--- src/rtl/uart_rx_fifo_pkg.sv ---
`default_nettype none
// ============================================================================
// Module      : uart_rx_fifo_pkg
// Description : Shared UART constants and the per-cycle FIFO operation type.
// Revision    : 1.0 - initial release
// ============================================================================
package uart_rx_fifo_pkg;

    localparam int c_CLK_PER_BIT     = 868;
    localparam int c_UART_WIDTH      = 8;
    localparam int c_DEF_DEPTH_LOG2  = 4;

    typedef enum logic [1:0] {
        FIFO_IDLE     = 2'd0,
        FIFO_PUSH     = 2'd1,
        FIFO_POP      = 2'd2,
        FIFO_PUSH_POP = 2'd3
    } fifo_op_e;

endpackage
`default_nettype wire

--- src/rtl/uart_rx_fifo_if.sv ---
`default_nettype none
// ============================================================================
// Module      : uart_rx_fifo_if
// Description : Receiver-side capture and consumer-side valid/ready bundle.
// Revision    : 1.0 - initial release
// ============================================================================
interface uart_rx_fifo_if
    import uart_rx_fifo_pkg::*;
#(
    parameter int DEPTH_LOG2 = c_DEF_DEPTH_LOG2,
    parameter int WIDTH      = c_UART_WIDTH
);
    logic                  clear;
    logic [WIDTH-1:0]      rx_data;
    logic                  rx_busy;
    logic                  rx_okay;
    logic [WIDTH-1:0]      out_data;
    logic                  out_valid;
    logic                  out_ready;
    logic [DEPTH_LOG2:0]   count;
    logic                  full;
    logic                  overflow;
    logic                  frame_err;

    // master is the FIFO itself; slave is the receiver/consumer environment
    modport master (
        input  clear, rx_data, rx_busy, rx_okay, out_ready,
        output out_data, out_valid, count, full, overflow, frame_err
    );

    modport slave (
        output clear, rx_data, rx_busy, rx_okay, out_ready,
        input  out_data, out_valid, count, full, overflow, frame_err
    );
endinterface
`default_nettype wire

--- src/rtl/uart_fifo_mem.sv ---
`default_nettype none
// ============================================================================
// Module      : uart_fifo_mem
// Description : Register-array storage, synchronous write, asynchronous read.
// Revision    : 1.0 - initial release
// ============================================================================
module uart_fifo_mem #(
    parameter int ADDR_W = 4,
    parameter int WIDTH  = 8
) (
    input  wire logic              CLK100MHZ,
    input  wire logic              we,
    input  wire logic [ADDR_W-1:0] waddr,
    input  wire logic [WIDTH-1:0]  wdata,
    input  wire logic [ADDR_W-1:0] raddr,
    output logic      [WIDTH-1:0]  rdata
);
    logic [WIDTH-1:0] r_mem [0:(2**ADDR_W)-1];

    always_ff @(posedge CLK100MHZ) begin
        if (we) begin
            r_mem[waddr] <= wdata;
        end
    end

    assign rdata = r_mem[raddr];
endmodule
`default_nettype wire

--- src/rtl/uart_rx_fifo.sv ---
`default_nettype none
// ============================================================================
// Module      : uart_rx_fifo
// Description : Captures one byte per received UART frame into a FWFT FIFO.
// Revision    : 1.0 - initial release
// ============================================================================
module uart_rx_fifo
    import uart_rx_fifo_pkg::*;
#(
    parameter int DEPTH_LOG2 = c_DEF_DEPTH_LOG2,
    parameter int WIDTH      = c_UART_WIDTH
) (
    input  wire logic       CLK100MHZ,
    input  wire logic       reset,
    uart_rx_fifo_if.master  bus
);
    logic [DEPTH_LOG2:0] r_wr_ptr;
    logic [DEPTH_LOG2:0] r_rd_ptr;
    logic                r_busy_q;
    logic                r_overflow;
    logic                r_frame_err;

    logic                w_end_pulse;
    logic                w_push_req;
    logic                w_empty;
    logic                w_full;
    logic                w_push;
    logic                w_pop;
    logic                w_overflow_set;
    fifo_op_e            w_op;

    assign w_end_pulse = r_busy_q & ~bus.rx_busy;
    assign w_push_req  = w_end_pulse & bus.rx_okay;
    assign w_empty     = (r_wr_ptr == r_rd_ptr);
    assign w_full      = (r_wr_ptr[DEPTH_LOG2] != r_rd_ptr[DEPTH_LOG2]) &&
                         (r_wr_ptr[DEPTH_LOG2-1:0] == r_rd_ptr[DEPTH_LOG2-1:0]);

    // A full FIFO still accepts a byte when the head is leaving in the same cycle
    assign w_pop          = ~bus.clear & ~w_empty & bus.out_ready;
    assign w_push         = ~bus.clear & w_push_req & (~w_full | w_pop);
    assign w_overflow_set = ~bus.clear & w_push_req & w_full & ~w_pop;

    always_comb begin
        w_op = FIFO_IDLE;
        case ({w_push, w_pop})
            2'b10:   w_op = FIFO_PUSH;
            2'b01:   w_op = FIFO_POP;
            2'b11:   w_op = FIFO_PUSH_POP;
            default: w_op = FIFO_IDLE;
        endcase
    end

    always_ff @(posedge CLK100MHZ or posedge reset) begin
        if (reset) begin
            r_wr_ptr    <= '0;
            r_rd_ptr    <= '0;
            r_busy_q    <= 1'b0;
            r_overflow  <= 1'b0;
            r_frame_err <= 1'b0;
        end else begin
            r_busy_q <= bus.rx_busy;
            if (bus.clear) begin
                r_wr_ptr    <= '0;
                r_rd_ptr    <= '0;
                r_overflow  <= 1'b0;
                r_frame_err <= 1'b0;
            end else begin
                case (w_op)
                    FIFO_PUSH:     r_wr_ptr <= r_wr_ptr + 1'b1;
                    FIFO_POP:      r_rd_ptr <= r_rd_ptr + 1'b1;
                    FIFO_PUSH_POP: begin
                        r_wr_ptr <= r_wr_ptr + 1'b1;
                        r_rd_ptr <= r_rd_ptr + 1'b1;
                    end
                    default: ;
                endcase
                if (w_overflow_set) begin
                    r_overflow <= 1'b1;
                end
                if (w_end_pulse & ~bus.rx_okay) begin
                    r_frame_err <= 1'b1;
                end
            end
        end
    end

    uart_fifo_mem #(
        .ADDR_W (DEPTH_LOG2),
        .WIDTH  (WIDTH)
    ) u_mem (
        .CLK100MHZ (CLK100MHZ),
        .we        (w_push),
        .waddr     (r_wr_ptr[DEPTH_LOG2-1:0]),
        .wdata     (bus.rx_data),
        .raddr     (r_rd_ptr[DEPTH_LOG2-1:0]),
        .rdata     (bus.out_data)
    );

    assign bus.out_valid = ~w_empty;
    assign bus.count     = r_wr_ptr - r_rd_ptr;
    assign bus.full      = w_full;
    assign bus.overflow  = r_overflow;
    assign bus.frame_err = r_frame_err;
endmodule
`default_nettype wire

--- src/flat_wrapper.sv ---
// flat-port wrapper written by rule: the top's interface ports become plain ports
module uart_rx_fifo_flat import uart_rx_fifo_pkg::*;
#(
    parameter int DEPTH_LOG2 = c_DEF_DEPTH_LOG2,
    parameter int WIDTH      = c_UART_WIDTH
)
  (CLK100MHZ, reset, bus_clear, bus_rx_data, bus_rx_busy, bus_rx_okay, bus_out_ready, bus_out_data, bus_out_valid, bus_count, bus_full, bus_overflow, bus_frame_err);
  uart_rx_fifo_if #(.DEPTH_LOG2(DEPTH_LOG2), .WIDTH(WIDTH)) bus_i ();
  input  wire logic CLK100MHZ;
  input  wire logic reset;
  input wire logic [$bits(bus_i.clear)-1:0] bus_clear;
  input wire logic [$bits(bus_i.rx_data)-1:0] bus_rx_data;
  input wire logic [$bits(bus_i.rx_busy)-1:0] bus_rx_busy;
  input wire logic [$bits(bus_i.rx_okay)-1:0] bus_rx_okay;
  input wire logic [$bits(bus_i.out_ready)-1:0] bus_out_ready;
  output wire logic [$bits(bus_i.out_data)-1:0] bus_out_data;
  output wire logic [$bits(bus_i.out_valid)-1:0] bus_out_valid;
  output wire logic [$bits(bus_i.count)-1:0] bus_count;
  output wire logic [$bits(bus_i.full)-1:0] bus_full;
  output wire logic [$bits(bus_i.overflow)-1:0] bus_overflow;
  output wire logic [$bits(bus_i.frame_err)-1:0] bus_frame_err;
  assign bus_i.clear = bus_clear;
  assign bus_i.rx_data = bus_rx_data;
  assign bus_i.rx_busy = bus_rx_busy;
  assign bus_i.rx_okay = bus_rx_okay;
  assign bus_i.out_ready = bus_out_ready;
  assign bus_out_data = bus_i.out_data;
  assign bus_out_valid = bus_i.out_valid;
  assign bus_count = bus_i.count;
  assign bus_full = bus_i.full;
  assign bus_overflow = bus_i.overflow;
  assign bus_frame_err = bus_i.frame_err;
  uart_rx_fifo #(.DEPTH_LOG2(DEPTH_LOG2), .WIDTH(WIDTH)) u_core (.CLK100MHZ(CLK100MHZ), .reset(reset), .bus(bus_i));
endmodule
--- config.mk ---
export PLATFORM = sky130hd
export DESIGN_NAME = uart_rx_fifo_flat
export DESIGN_NICKNAME = d
export VERILOG_FILES = /design/src/rtl/uart_rx_fifo_pkg.sv /design/src/rtl/uart_rx_fifo_if.sv /design/src/rtl/uart_fifo_mem.sv /design/src/rtl/uart_rx_fifo.sv /design/src/flat_wrapper.sv
export SDC_FILE = /design/constraint.sdc
export NUM_CORES = 1
export LEC_CHECK = 0
export ABC_CLOCK_PERIOD_IN_PS = 2900
export BUFFER_PORTS_ARGS = -buffer_cell sky130_fd_sc_hd__buf_2
export CORE_AREA = 5 5 139 88
export CTS_CLUSTER_DIAMETER = 50
export DETAILED_ROUTE_END_ITERATION = 7
export DIE_AREA = 0 0 144 93
export PLACE_DENSITY = 0.72
export SLEW_MARGIN = 15
export SYNTH_ARGS = -nofsm -noshare
export SYNTH_HDL_FRONTEND = slang
export SYNTH_SLANG_ARGS = --single-unit
--- constraint.sdc ---
create_clock -name CLK100MHZ -period 2.9 [get_ports CLK100MHZ]
set_clock_uncertainty 0.05 [all_clocks]
set_input_delay 0.58 -clock CLK100MHZ [delete_from_list [all_inputs] [get_ports CLK100MHZ]]
set_output_delay 0.58 -clock CLK100MHZ [all_outputs]
set_load 0.05 [all_outputs]
## Word level (Yosys, flattened, before mapping)

Memories as Yosys holds them, arrays and structs flattened.
Cells that the tools add are included.

- Output and inout port bits: 17
- Register bits: 13
- Memory bits (writable): 128
- Memories kept: 1
- Bits of input ports: 14
- Logic and storage cells: 52

- Bitwise operators: 16
- Add/subtract/negate cells: 3
- Reductions and logical operators: 7
- Multiplexer cells: 11
- Eq/ne operators: 9

Memories:

| name | words | bits a word | rd ports | clocked after memory_dff | write ports | line | RTL |
|---|---|---|---|---|---|---|---|
| u_core.u_mem.r_mem | 16 | 8 | 1 | 0 | 1 | uart_fifo_mem.sv:18 | `logic [WIDTH-1:0] r_mem [0:(2**ADDR_W)-1];` |

Operators with widths:

| cell | count |
|---|---|
| 5-bit two-way mux | 4 |
| 5-bit by 1-bit adder with 5-bit output (second input constant) | 2 |
| 1-bit bitwise AND | 9 |
| 2-bit equality test (second input constant) | 4 |
| 2-bit nonzero test | 4 |
| 1-bit two-way mux | 6 |
| 1-bit inverter | 6 |
| 2-bit case mux with 3 select lines | 1 |
| 5-bit equality test | 1 |
| 5-bit subtractor | 1 |
| 2-bit by 1-bit equality test with 1-bit output (second input constant) | 2 |
| 4-bit equality test | 1 |
| 2-bit OR reduction | 2 |
| 1-bit logical AND | 1 |
| 1-bit inequality test | 1 |
| 1-bit OR | 1 |

## Depth between registers and ports, before layout

Gate-level depths: netlist (run 1).

- Depth in word-level cells: 12
- Mapped depth: 8
- Mapped depth without buffers: 7

## Modules after synthesis

A second synthesis (run 1) with hierarchy kept.

- Cells, all modules: 306
- Area total of the unflattened synthesis: 5,803.1 µm²

By module, submodules not included:

| module | cells an instance | instances | area each (µm²) | seq. area each (µm²) |
|---|---|---|---|---|
| uart_fifo_mem | 221 | 1 | 4,987.3 | 3,843.7 |
| uart_rx_fifo | 85 | 1 | 815.8 | 325.3 |

## Least setup slack after synthesis (run 1)

OpenSTA, ideal clock, no wires.

- Path kind: reg-to-output
- Start: register u_core.r_rd_ptr[1]
- End: output bus_count[3]
- Arrival: 2.252 ns
- Slack: 0.018 ns
- Required time: 2.270 ns
- Path buffers: 2
- Cell stages (with the launch flop): 8
- Cell sequence: dfrtp_1 > buf_2 > buf_1 > inv_1 > ha_1 > a21o_1 > a21oi_1 > xnor2_1

- Word-level cells in the longest chain between the ends: 1

Ends and longest elaborated chain:

| element | line | RTL |
|---|---|---|
| start: declaration | uart_rx_fifo.sv:18 | `logic [DEPTH_LOG2:0] r_rd_ptr;` |
| start signal: assignment | uart_rx_fifo.sv:70 | `FIFO_POP: r_rd_ptr <= r_rd_ptr + 1'b1;` |
| start signal: assignment | uart_rx_fifo.sv:73 | `r_rd_ptr <= r_rd_ptr + 1'b1;` |
| 5-bit subtractor | uart_rx_fifo.sv:100 | `assign bus.count = r_wr_ptr - r_rd_ptr;` |
| end: declaration | flat_wrapper.sv:18 | `output wire logic [$bits(bus_i.count)-1:0] bus_count;` |

No other way between the ends.

## Worst setup path after layout (run 1)

- Start: register u_core.r_rd_ptr[0]
- End: output bus_out_data[7]

- Word-level cells in the longest chain between the ends: 1

Ends and longest elaborated chain:

| element | line | RTL |
|---|---|---|
| memory 16 x 8 bit | - |  |
| end: declaration | flat_wrapper.sv:16 | `output wire logic [$bits(bus_i.out_data)-1:0] bus_out_data;` |

No other way between the ends.

==> key figures, run 1 <==
Status
  – Status: finished, final reports clean

Yosys
  – Synth Register Bits: 141
  – Combinational family with the most area after synthesis: multiplexers
  – Post-Syn Nets: 333
  – Area leader, netlist: edfxtp_1
  – Synth warn: 0
  – Post-synthesis compound-gate area fraction: 4.44%
  – Mapped Area: 5720 sq um
  – Simple-Gate Fraction of Synth Area: 4.92%
  – Syn Area/Cell: 18.5 sq um
  – Synth cell types: 31
  – Ranking of synthesized cells by area: edfxtp_1 67%, mux4_2 13%, dfrtp_1 5.7%
  – Synth Instances: 309
  – Mux cell area share after synthesis: 12.6%
  – Seq/Total Area, Yosys: 72.9%
  – Synth top area share: 67.2%
  – Post-Synth Adder-Cell Area: 2.32%
  – XOR/XNOR share of the synthesized area: 1.36%

Global route
  – Vias in the first global route: 3211
  – First-pass GRT wire length: 18900 microns
  – Total congestion overflow: 0
  – Largest net degree at the start of global routing: 30
  – Initial antenna violation count: 0
  – GRT Resource Usage Total: 19.9%

Clocking
  – Clock Tree Buf Depth: 2
  – CTS tree: yes
  – CTS Buf Count: 17
  – Sink Count: 141
  – Hold_buf cts: 0
  – H-tree Lvls: 4
  – Root buffer cell: clkbuf_16
  – Clk pin slew, worst setup/hold paths: 0.06 ns
  – Worst-Skew Late Latency: 0.41 ns

Layout
  – Flip-flop and latch area: 4170 sq um
  – Area of the multi-input gates: 1490 sq um
  – Area grow syn2layout: 18.9%
  – Commonest non-fill, non-tap cells in the layout: 128 x edfxtp_1, 32 x mux4_2, 29 x buf_2, 28 x nor2_1, 27 x buf_4
  – Non-filler cells, final: 533
  – Commonest non-fill, non-tap cell in the layout: edfxtp_1
  – Layout net count: 400
  – Fill count: 768
  – Layout cells sized above 1: 32.6%
  – ANT cells: 0

Floorplanning
  – Core Area: 10900 sq um
  – Chip height: 93 microns
  – Core Rows: 30
  – Initial core utilization: 52.4%
  – Die Wd: 144 microns
  – IO Count: 31
  – Die area: 13400 sq um

Worst setup path
  – Critical Path Fanout Max: 7
  – Crit-path max cell delay: 0.53 ns
  – Crit path DAT: 2.18 ns
  – Worst Path Required: 2.27 ns
  – Startpoint types: register
  – Critical path capture point type: primary output
  – CP Cell Sequence: buf_4 > mux4_2 > a22oi_1 > nand2_1 > buf_2
  – CP Class: reg -> out
  – Delay-heaviest family, CP: multiplexers
  – Crit path buffers/inverters: 2
  – CP max stage cell: mux4_2

STA
  – Max-slew headroom: 62.4%
  – Final setup viols: 0
  – Final min period: 2.81 ns
  – Worst-Margin Slew: 0.562 ns
  – Slew Limit Fails: 0
  – Period utilization: 96.8%
  – RSZ-0062 raised after global routing: yes
  – Setup_tns: 0 ns
  – Final hold violation count: 0
  – Fmax: 0.356 GHz
  – Setup WS post-layout: 0.0942 ns

Place
  – Dpl cells: 500
  – Gp weighted congestion: 0.813
  – Place WS: 0.403 ns
  – IO buf count: 30
  – Detailed Place HPWL: 8000 microns

Power
  – Total power: 4730 uW
  – Max VDD drop: 0.000441 V
  – Pwr per Cell Area: 695 nW/um^2
  – Leakage power: 0.00232 uW

Routing
  – DRC: 0
  – Initial DRT Pass Iterations: 5
  – Per-cell routed wire length: 23.3 microns
  – Routed vias/inst: 5.85
  – Total routed wirelength: 12400 microns
  – Final ANT Viol Nets: 0
  – Initial DRC count: 289
  – Via count: 3117

Worst hold path
  – Worst Hold Class: in -> async

Flow run
  – Max-Cap Viols: 0
layout make-up:
cell class	count	share of cell area, %
Inverter	11	0.607
Tap cell	144	2.65
Clock buffer	18	6.31
Sequential cell	141	61.3
Clock inverter	14	1.88
Timing Repair Buffer	57	5.41
Multi-Input combinational cell	148	21.9
power breakdown:
part           leakage (uW)  internal [uW]  switching, uW
Combinational      0.000720            173            283
Clock              0.000268           1250            794
Sequential          0.00133           2230           5.98
stage by stage:
step                      util, %  cell area, sq um  hold WS (ns)
after floorplan                 -              5720         0.407
after global placement       56.9              6220         0.429
after detailed placement     56.9              6220         0.446
after CTS                    62.1              6780         0.151
after global routing         62.3              6810         0.194
final                        62.3              6810         0.144
logic make-up (layout without fill, tap and decap cells):
logic type	Yosys count	count (layout)
adders and majority gates	10	10
DFF	141	141
AOI/OAI and AO/OA	36	36
xor gates and xnor gates	8	8
and+or+nand+nor	62	62
buffers and inverters	20	100
muxes	32	32
worst paths after layout:
check | from | slack (ns) | cells past startpoint | to
max | u_core.r_rd_ptr[0] | 0.09 | 5 | bus_out_data[7]
min | reset | 0.14 | 2 | u_core.r_busy_q
max reg2reg | u_core.r_rd_ptr[2] | 0.42 | 7 | u_core.u_mem.r_mem[14][6]
min reg2reg | u_core.bus.overflow | 0.47 | 2 | u_core.bus.overflow
max in group asynchronous | reset | 2.27 | 2 | u_core.r_rd_ptr[0]
min in group CLK100MHZ | bus_rx_busy | 0.25 | 1 | u_core.r_busy_q
repair_timing:
action / 4_1_cts / 5_1_grt
setup endpoints to repair: 1 / 6
gates resized for setup: 1 / 5
setup buffers: 1 / 0
state kept, by name, summed over array words and instances (netlist names):
name	count
u_core.bus.frame_err	1
u_core.u_mem.r_mem	128
u_core.r_wr_ptr	5
u_core.bus.overflow	1
u_core.r_rd_ptr	5
u_core.r_busy_q	1
layer usage:
layer  vias up  wire [microns]  track usage [%]
met5         -               0                0
met3         7             988             5.72
li1       1371               -                -
met4         0              70             4.78
met2       132            5590             28.0
met1      1607            5750             31.0
synth_stat cells (all sizes together):
master / count
xnor2: 7
edfxtp: 128
o31a: 1
clkbuf: 3
o31ai: 1
nand2: 13
mux4: 32
a2111oi: 1
a21oi: 10
xor2: 1
nor2: 28
and4: 1
a21o: 3
nand3: 7
or3: 5
nand2b: 4
buf: 6
dfrtp: 13
nor3b: 1
a21bo: 1
o21ai: 3
and3b: 1
a22oi: 16
inv: 11
ha: 9
fa: 1
nor3: 1
nand4: 1
worst register-to-register path, cell delays in order, from the launching register on:
cell	delay (ns)
dfrtp_1	0.42
inv_1	0.13
ha_1	0.38
nand4_1	0.21
o31a_1	0.31
nand3_1	0.20
nor2_1	0.28
buf_4	0.21
Note: power is estimated with default switching activity, not from simulation.
==> run 2, diff against run 1 <==
Settings changed: SETUP_SLACK_MARGIN set to 0.1.
==> run 2 against run 1 <==
Net effect: largest cell class unchanged; final area is 5.1% higher; power is 6.6% higher; highest routed layer unchanged; flip-flop and latch count stayed put; sequential share of layout area is 2.9 points lower; global-route usage is 0.14 points higher; die area stayed put; fmax is 0.14% higher; sequential power hardly changed; non-clock buffer count is 8 higher.
==> key figures, run 2 (synthesized netlist as in run 1, its figures left out) <==
Status
  – Status: finished, final reports clean

Layout
  – Fin util: 65.5%
  – Largest register by flop count: u_core.u_mem.r_mem
  – Commonest non-fill, non-tap cell in the layout: edfxtp_1
  – Area grow syn2layout: 25.0%
  – ANT cells: 0
  – Layout cells sized above 1: 38.5%
  – Commonest non-fill, non-tap cells in the layout: 128 x edfxtp_1, 32 x mux4_2, 28 x nor2_1, 28 x buf_4, 20 x buf_2
  – Largest regs: u_core.u_mem.r_mem: 128 flops, u_core.r_rd_ptr: 5 flops, u_core.r_wr_ptr: 5 flops
  – Post-route cell area: 7150 sq um
  – Max reg flops: 128
  – Layout net count: 408

Power
  – Clock power share: 44.2%
  – Pwr per Cell Area: 705 nW/um^2
  – Net load switching power: 1130 uW
  – Leakage power: 0.00244 uW
  – Logic pwr share: 11.5%
  – Cell Int Power: 3910 uW
  – Max VDD drop: 0.000555 V
  – Flop pwr share: 44.3%
  – Sw Share: 22.4%

Routing
  – Total routed wirelength: 12400 microns
  – DRC: 0
  – Via count: 3226
  – Final ANT Viol Nets: 0
  – Initial DRC count: 376
  – Initial DRT Pass Iterations: 5
  – Routed vias/inst: 5.96
  – Per-cell routed wire length: 22.9 microns

Flow run
  – Max-Cap Viols: 0

Clocking
  – Clock Tree Buf Depth: 2
  – Worst-Skew Late Latency: 0.41 ns
  – Hold_buf cts: 0
  – CTS Buf Count: 17
  – H-tree Lvls: 4
  – CTS tree: yes
  – Clk pin slew, worst setup/hold paths: 0.06 ns
  – Root buffer cell: clkbuf_16
  – Sink Count: 141

STA
  – Period utilization: 96.6%
  – Worst-Margin Slew: 0.822 ns
  – Final hold violation count: 0
  – Fmax: 0.357 GHz
  – RSZ-0062 raised after global routing: yes
  – Slew Limit Fails: 0
  – Max-slew headroom: 45.0%
  – Final setup viols: 0
  – Final min period: 2.80 ns
  – Setup_tns: 0 ns

Floorplanning
  – Core Area: 10900 sq um
  – IO Count: 31
  – Die Wd: 144 microns
  – Initial core utilization: 52.4%
  – Die area: 13400 sq um
  – Chip height: 93 microns
  – Core Rows: 30

Global route
  – Vias in the first global route: 3143
  – GRT Resource Usage Total: 20.1%
  – First-pass GRT wire length: 18900 microns
  – Total congestion overflow: 0
  – Largest net degree at the start of global routing: 28
  – Initial antenna violation count: 0

Place
  – Placed Area: 6240 sq um
  – Detailed Place HPWL: 7820 microns
  – IO buf count: 30
  – Gp weighted congestion: 0.837

Worst hold path
  – Worst Hold Class: in -> async

Worst setup path
  – Critical path capture point type: primary output
  – CP max stage cell: mux4_2
  – CP Class: reg -> out
  – Startpoint types: register
  – Worst Path Required: 2.27 ns
  – Critical Path Fanout Max: 9
  – CP Cell Sequence: buf_12 > buf_4 > mux4_2 > a22oi_2 > nand2_1 > buf_6
  – Crit path DAT: 2.17 ns
  – Crit-path max cell delay: 0.49 ns
-- run 2: cell count changes in the layout (fill, tap and decap cells not counted), moves of 4 or more --
cell	before	now
a22oi_1	12	3
a22oi_2	4	13
buf_2	29	20
buf_6	0	9
nand2_1	13	9
nand2_2	0	4
-- run 2: path summary, 6_finish.rpt --
kind                                              to  slack, ns                 start  depth (start not counted)
hold / removal                    u_core.r_wr_ptr[2]       0.14                 reset                          2
hold reg to reg                 u_core.bus.frame_err       0.46  u_core.bus.frame_err                          2
min in group CLK100MHZ               u_core.r_busy_q       0.24           bus_rx_busy                          1
max in group asynchronous         u_core.r_rd_ptr[0]       2.28                 reset                          2
setup reg to reg           u_core.u_mem.r_mem[11][1]       0.35    u_core.r_rd_ptr[3]                          6
setup / recovery                     bus_out_data[0]        0.1    u_core.r_rd_ptr[0]                          6
-- run 2: repair_timing --
action                     4_1_cts  5_1_grt
setup endpoints to repair        9       10
resized for setup               28       16
cloned                           3        0
setup buffers                    5        2
pin swaps                        7        4
-- run 2: stage by stage --
step | cells | worst slack, ns | power, uW | hold slack (ns)
final | 541 | 0.0982 | 5040 | 0.140
after global routing | 541 | 0.0311 | 5220 | 0.204
after CTS | 539 | 0.0704 | 5050 | 0.154
after detailed placement | 499 | 0.379 | 2730 | 0.433
after global placement | 499 | 0.414 | 2720 | 0.423
after floorplan | 309 | 0.166 | 2610 | 0.407
-- run 2: power groups by stage --
stage | Sequential (uW) | Combinational [uW] | Clock [uW]
6_report | 2230 | 579 | 2230
4_1_cts | 2230 | 561 | 2260
3_3_place_gp | 2270 | 444 | 0
2_1_floorplan | 2270 | 334 | 0
5_1_grt | 2230 | 617 | 2370
3_5_place_dp | 2270 | 453 | 0
-- run 2: layer usage --
layer | GRT usage, % | share of wire, % | vias up
met4 | 5.96 | 0.89 | 0
met1 | 32.1 | 46 | 1671
met2 | 27.2 | 44 | 156
met5 | 0 | 0 | -
met3 | 5.21 | 9.0 | 11
li1 | - | - | 1388
-- run 2: area by class of cell --
type | instances | area [sq um]
Sequential cell | 141 | 4170
Fill cell | 727 | 3770
Multi-Input combinational cell | 148 | 1570
Timing Repair Buffer | 65 | 582
Clock buffer | 19 | 433
Tap cell | 144 | 180
Clock inverter | 13 | 173
Inverter | 11 | 41.3
-- run 2: critical path: cells and delay by family, from the launching register on --
family          cells  cell delay (ns)
compound gates      1             0.20
buf+inv             3             0.47
flops               1             0.47
mux                 1             0.49
simple gates        1             0.12
==> run 3, diff against run 2 <==
Settings changed: CORE_AREA 5 5 139 88 to 5 5 122 101, DIE_AREA 0 0 144 93 to 0 0 127 106, PLACE_DENSITY 0.72 to 0.71, SLEW_MARGIN 15 to 0.
==> run 3 against run 2 <==
Net effect: worst setup slack gained 0.044 ns; sequential share of layout area stayed put; register-to-register slack lost 0.10 ns; flip-flop and latch count is the same; cell count did not move; combinational power increased by 3%; critical path depth is 1 lower; clock power is 2% lower; routed wire length is essentially flat; highest routed layer is now met5.
==> key figures, run 3 (synthesized netlist as in run 1, its figures left out) <==
Floorplanning
  – Die area: 13500 sq um
  – IO Count: 31
  – Initial core utilization: 51.4%
  – Core Area: 11100 sq um
  – Chip height: 106 microns
  – Core Rows: 35
  – Die Wd: 127 microns

Layout
  – Largest regs: u_core.u_mem.r_mem: 128 flops, u_core.r_rd_ptr: 5 flops, u_core.r_wr_ptr: 5 flops
  – Fill count: 745
  – Commonest non-fill, non-tap cell in the layout: edfxtp_1
  – Layout cells sized above 1: 38.7%
  – Max reg flops: 128
  – Commonest non-fill, non-tap cells in the layout: 128 x edfxtp_1, 32 x mux4_2, 27 x nor2_1, 24 x buf_4, 21 x buf_2
  – Layout net count: 404
  – ANT cells: 0
  – Largest register by flop count: u_core.u_mem.r_mem
  – Post-route cell area: 7150 sq um
  – Area grow syn2layout: 25.0%

STA
  – Period utilization: 95.1%
  – Max-slew headroom: 42.6%
  – Final min period: 2.76 ns
  – Final setup viols: 0
  – Worst-Margin Slew: 0.858 ns
  – Fmax: 0.363 GHz
  – Slew Limit Fails: 0
  – Setup_tns: 0 ns
  – RSZ-0062 raised after global routing: yes
  – Final hold violation count: 0

Routing
  – Per-cell routed wire length: 22.9 microns
  – DRC: 0
  – Total routed wirelength: 12400 microns
  – Via count: 3099
  – Initial DRT Pass Iterations: 5
  – Final ANT Viol Nets: 0
  – Initial DRC count: 358
  – Routed vias/inst: 5.73

Power
  – Leakage power: 0.00243 uW
  – Cell Int Power: 3890 uW
  – Logic pwr share: 11.8%
  – Sw Share: 22.6%
  – Clock power share: 43.7%
  – Net load switching power: 1130 uW
  – Pwr per Cell Area: 702 nW/um^2
  – Max VDD drop: 0.000432 V
  – Flop pwr share: 44.5%

Worst setup path
  – FF-to-FF End: u_core.u_mem.r_mem[2][6]
  – Crit path DAT: 2.13 ns
  – Startpoint types: register
  – CP Class: reg -> out
  – R2R setup slack: 0.25 ns
  – Reg2reg path depth: 6
  – Reg2reg start: u_core.r_rd_ptr[3]
  – Worst Path Required: 2.27 ns
  – Critical path capture point type: primary output
  – Critical Path Fanout Max: 4

Global route
  – Vias in the first global route: 3210
  – Largest net degree at the start of global routing: 37
  – GRT Resource Usage Total: 19.3%
  – Total congestion overflow: 0
  – First-pass GRT wire length: 18800 microns
  – Initial antenna violation count: 1

Clocking
  – Clk pin slew, worst setup/hold paths: 0.06 ns
  – CTS Buf Count: 17
  – Hold_buf cts: 0
  – Clock Tree Buf Depth: 2
  – Worst-Skew Late Latency: 0.41 ns
  – Sink Count: 141
  – H-tree Lvls: 4
  – Root buffer cell: clkbuf_16
  – CTS tree: yes

Status
  – Status: finished, final reports clean

Flow run
  – Max-Cap Viols: 0

Worst hold path
  – Worst Hold Class: in -> async

Place
  – Detailed Place HPWL: 7540 microns
  – Gp weighted congestion: 0.859
  – Placed Area: 6200 sq um
  – IO buf count: 30
run 3: layout make-up:
cell class,count,area (sq um),area share (%)
multi-input cells,148,1580,22.1
repair buffers,61,563,7.88
inverters,11,41.3,0.578
well taps,148,185,2.59
flip-flops and latches,141,4170,58.3
clock inverters,8,106,1.49
clock buffers,24,502,7.02
run 3: metrics by stage:
step	total power (uW)	hold WS, ns	std cells	util, %	worst slack [ns]
after floorplan	2610	0.407	309	-	0.166
after global placement	2720	0.429	499	55.7	0.350
after detailed placement	2730	0.444	499	55.7	0.263
after CTS	4980	0.161	538	62.6	0.0990
after global routing	5180	0.189	541	64.3	0.0671
final	5020	0.150	541	64.3	0.142
run 3: worst max-delay path, cell delays in order, from the launching register on:
cell and delay [ns]:
dfrtp_2 0.41, bufbuf_16 0.28, mux4_2 0.50, a22oi_2 0.22
nand2_1 0.13, buf_6 0.17
run 3: worst max path at each step:
stage	startpoint	to	slack (ns)
6_report	u_core.r_rd_ptr[0]	bus_out_data[1]	0.14
3_3_place_gp	u_core.r_rd_ptr[3]	u_core.u_mem.r_mem[7][4]	0.35
3_5_place_dp	u_core.r_rd_ptr[3]	u_core.u_mem.r_mem[1][4]	0.26
5_1_grt	u_core.r_rd_ptr[0]	bus_out_data[4]	0.07
2_1_floorplan	u_core.r_rd_ptr[1]	bus_full	0.17
4_1_cts	u_core.r_rd_ptr[0]	bus_out_data[5]	0.1
run 3: power groups by stage:
stage                     clock network (uW)  registers (uW)  logic, uW
after global routing                    2320            2230        630
after detailed placement                   0            2270        452
after CTS                               2210            2230        536
after floorplan                            0            2270        334
final                                   2190            2230        594
after global placement                     0            2270        447
run 3: routing by layer:
layer / GRT usage (%) / wire (microns) / up-vias
met3: 7.03 / 836 / 12
met1: 26.2 / 5220 / 1576
met4: 5.59 / 112 / 2
met5: 0 / 20 / -
li1: - / - / 1381
met2: 29.7 / 6210 / 128
run 3: timing repair:
action	CTS	global route
endpoints found under the setup margin	9	17
gates cloned	3	2
gates resized for setup	16	32
pin swaps	3	10
buffers inserted	4	1
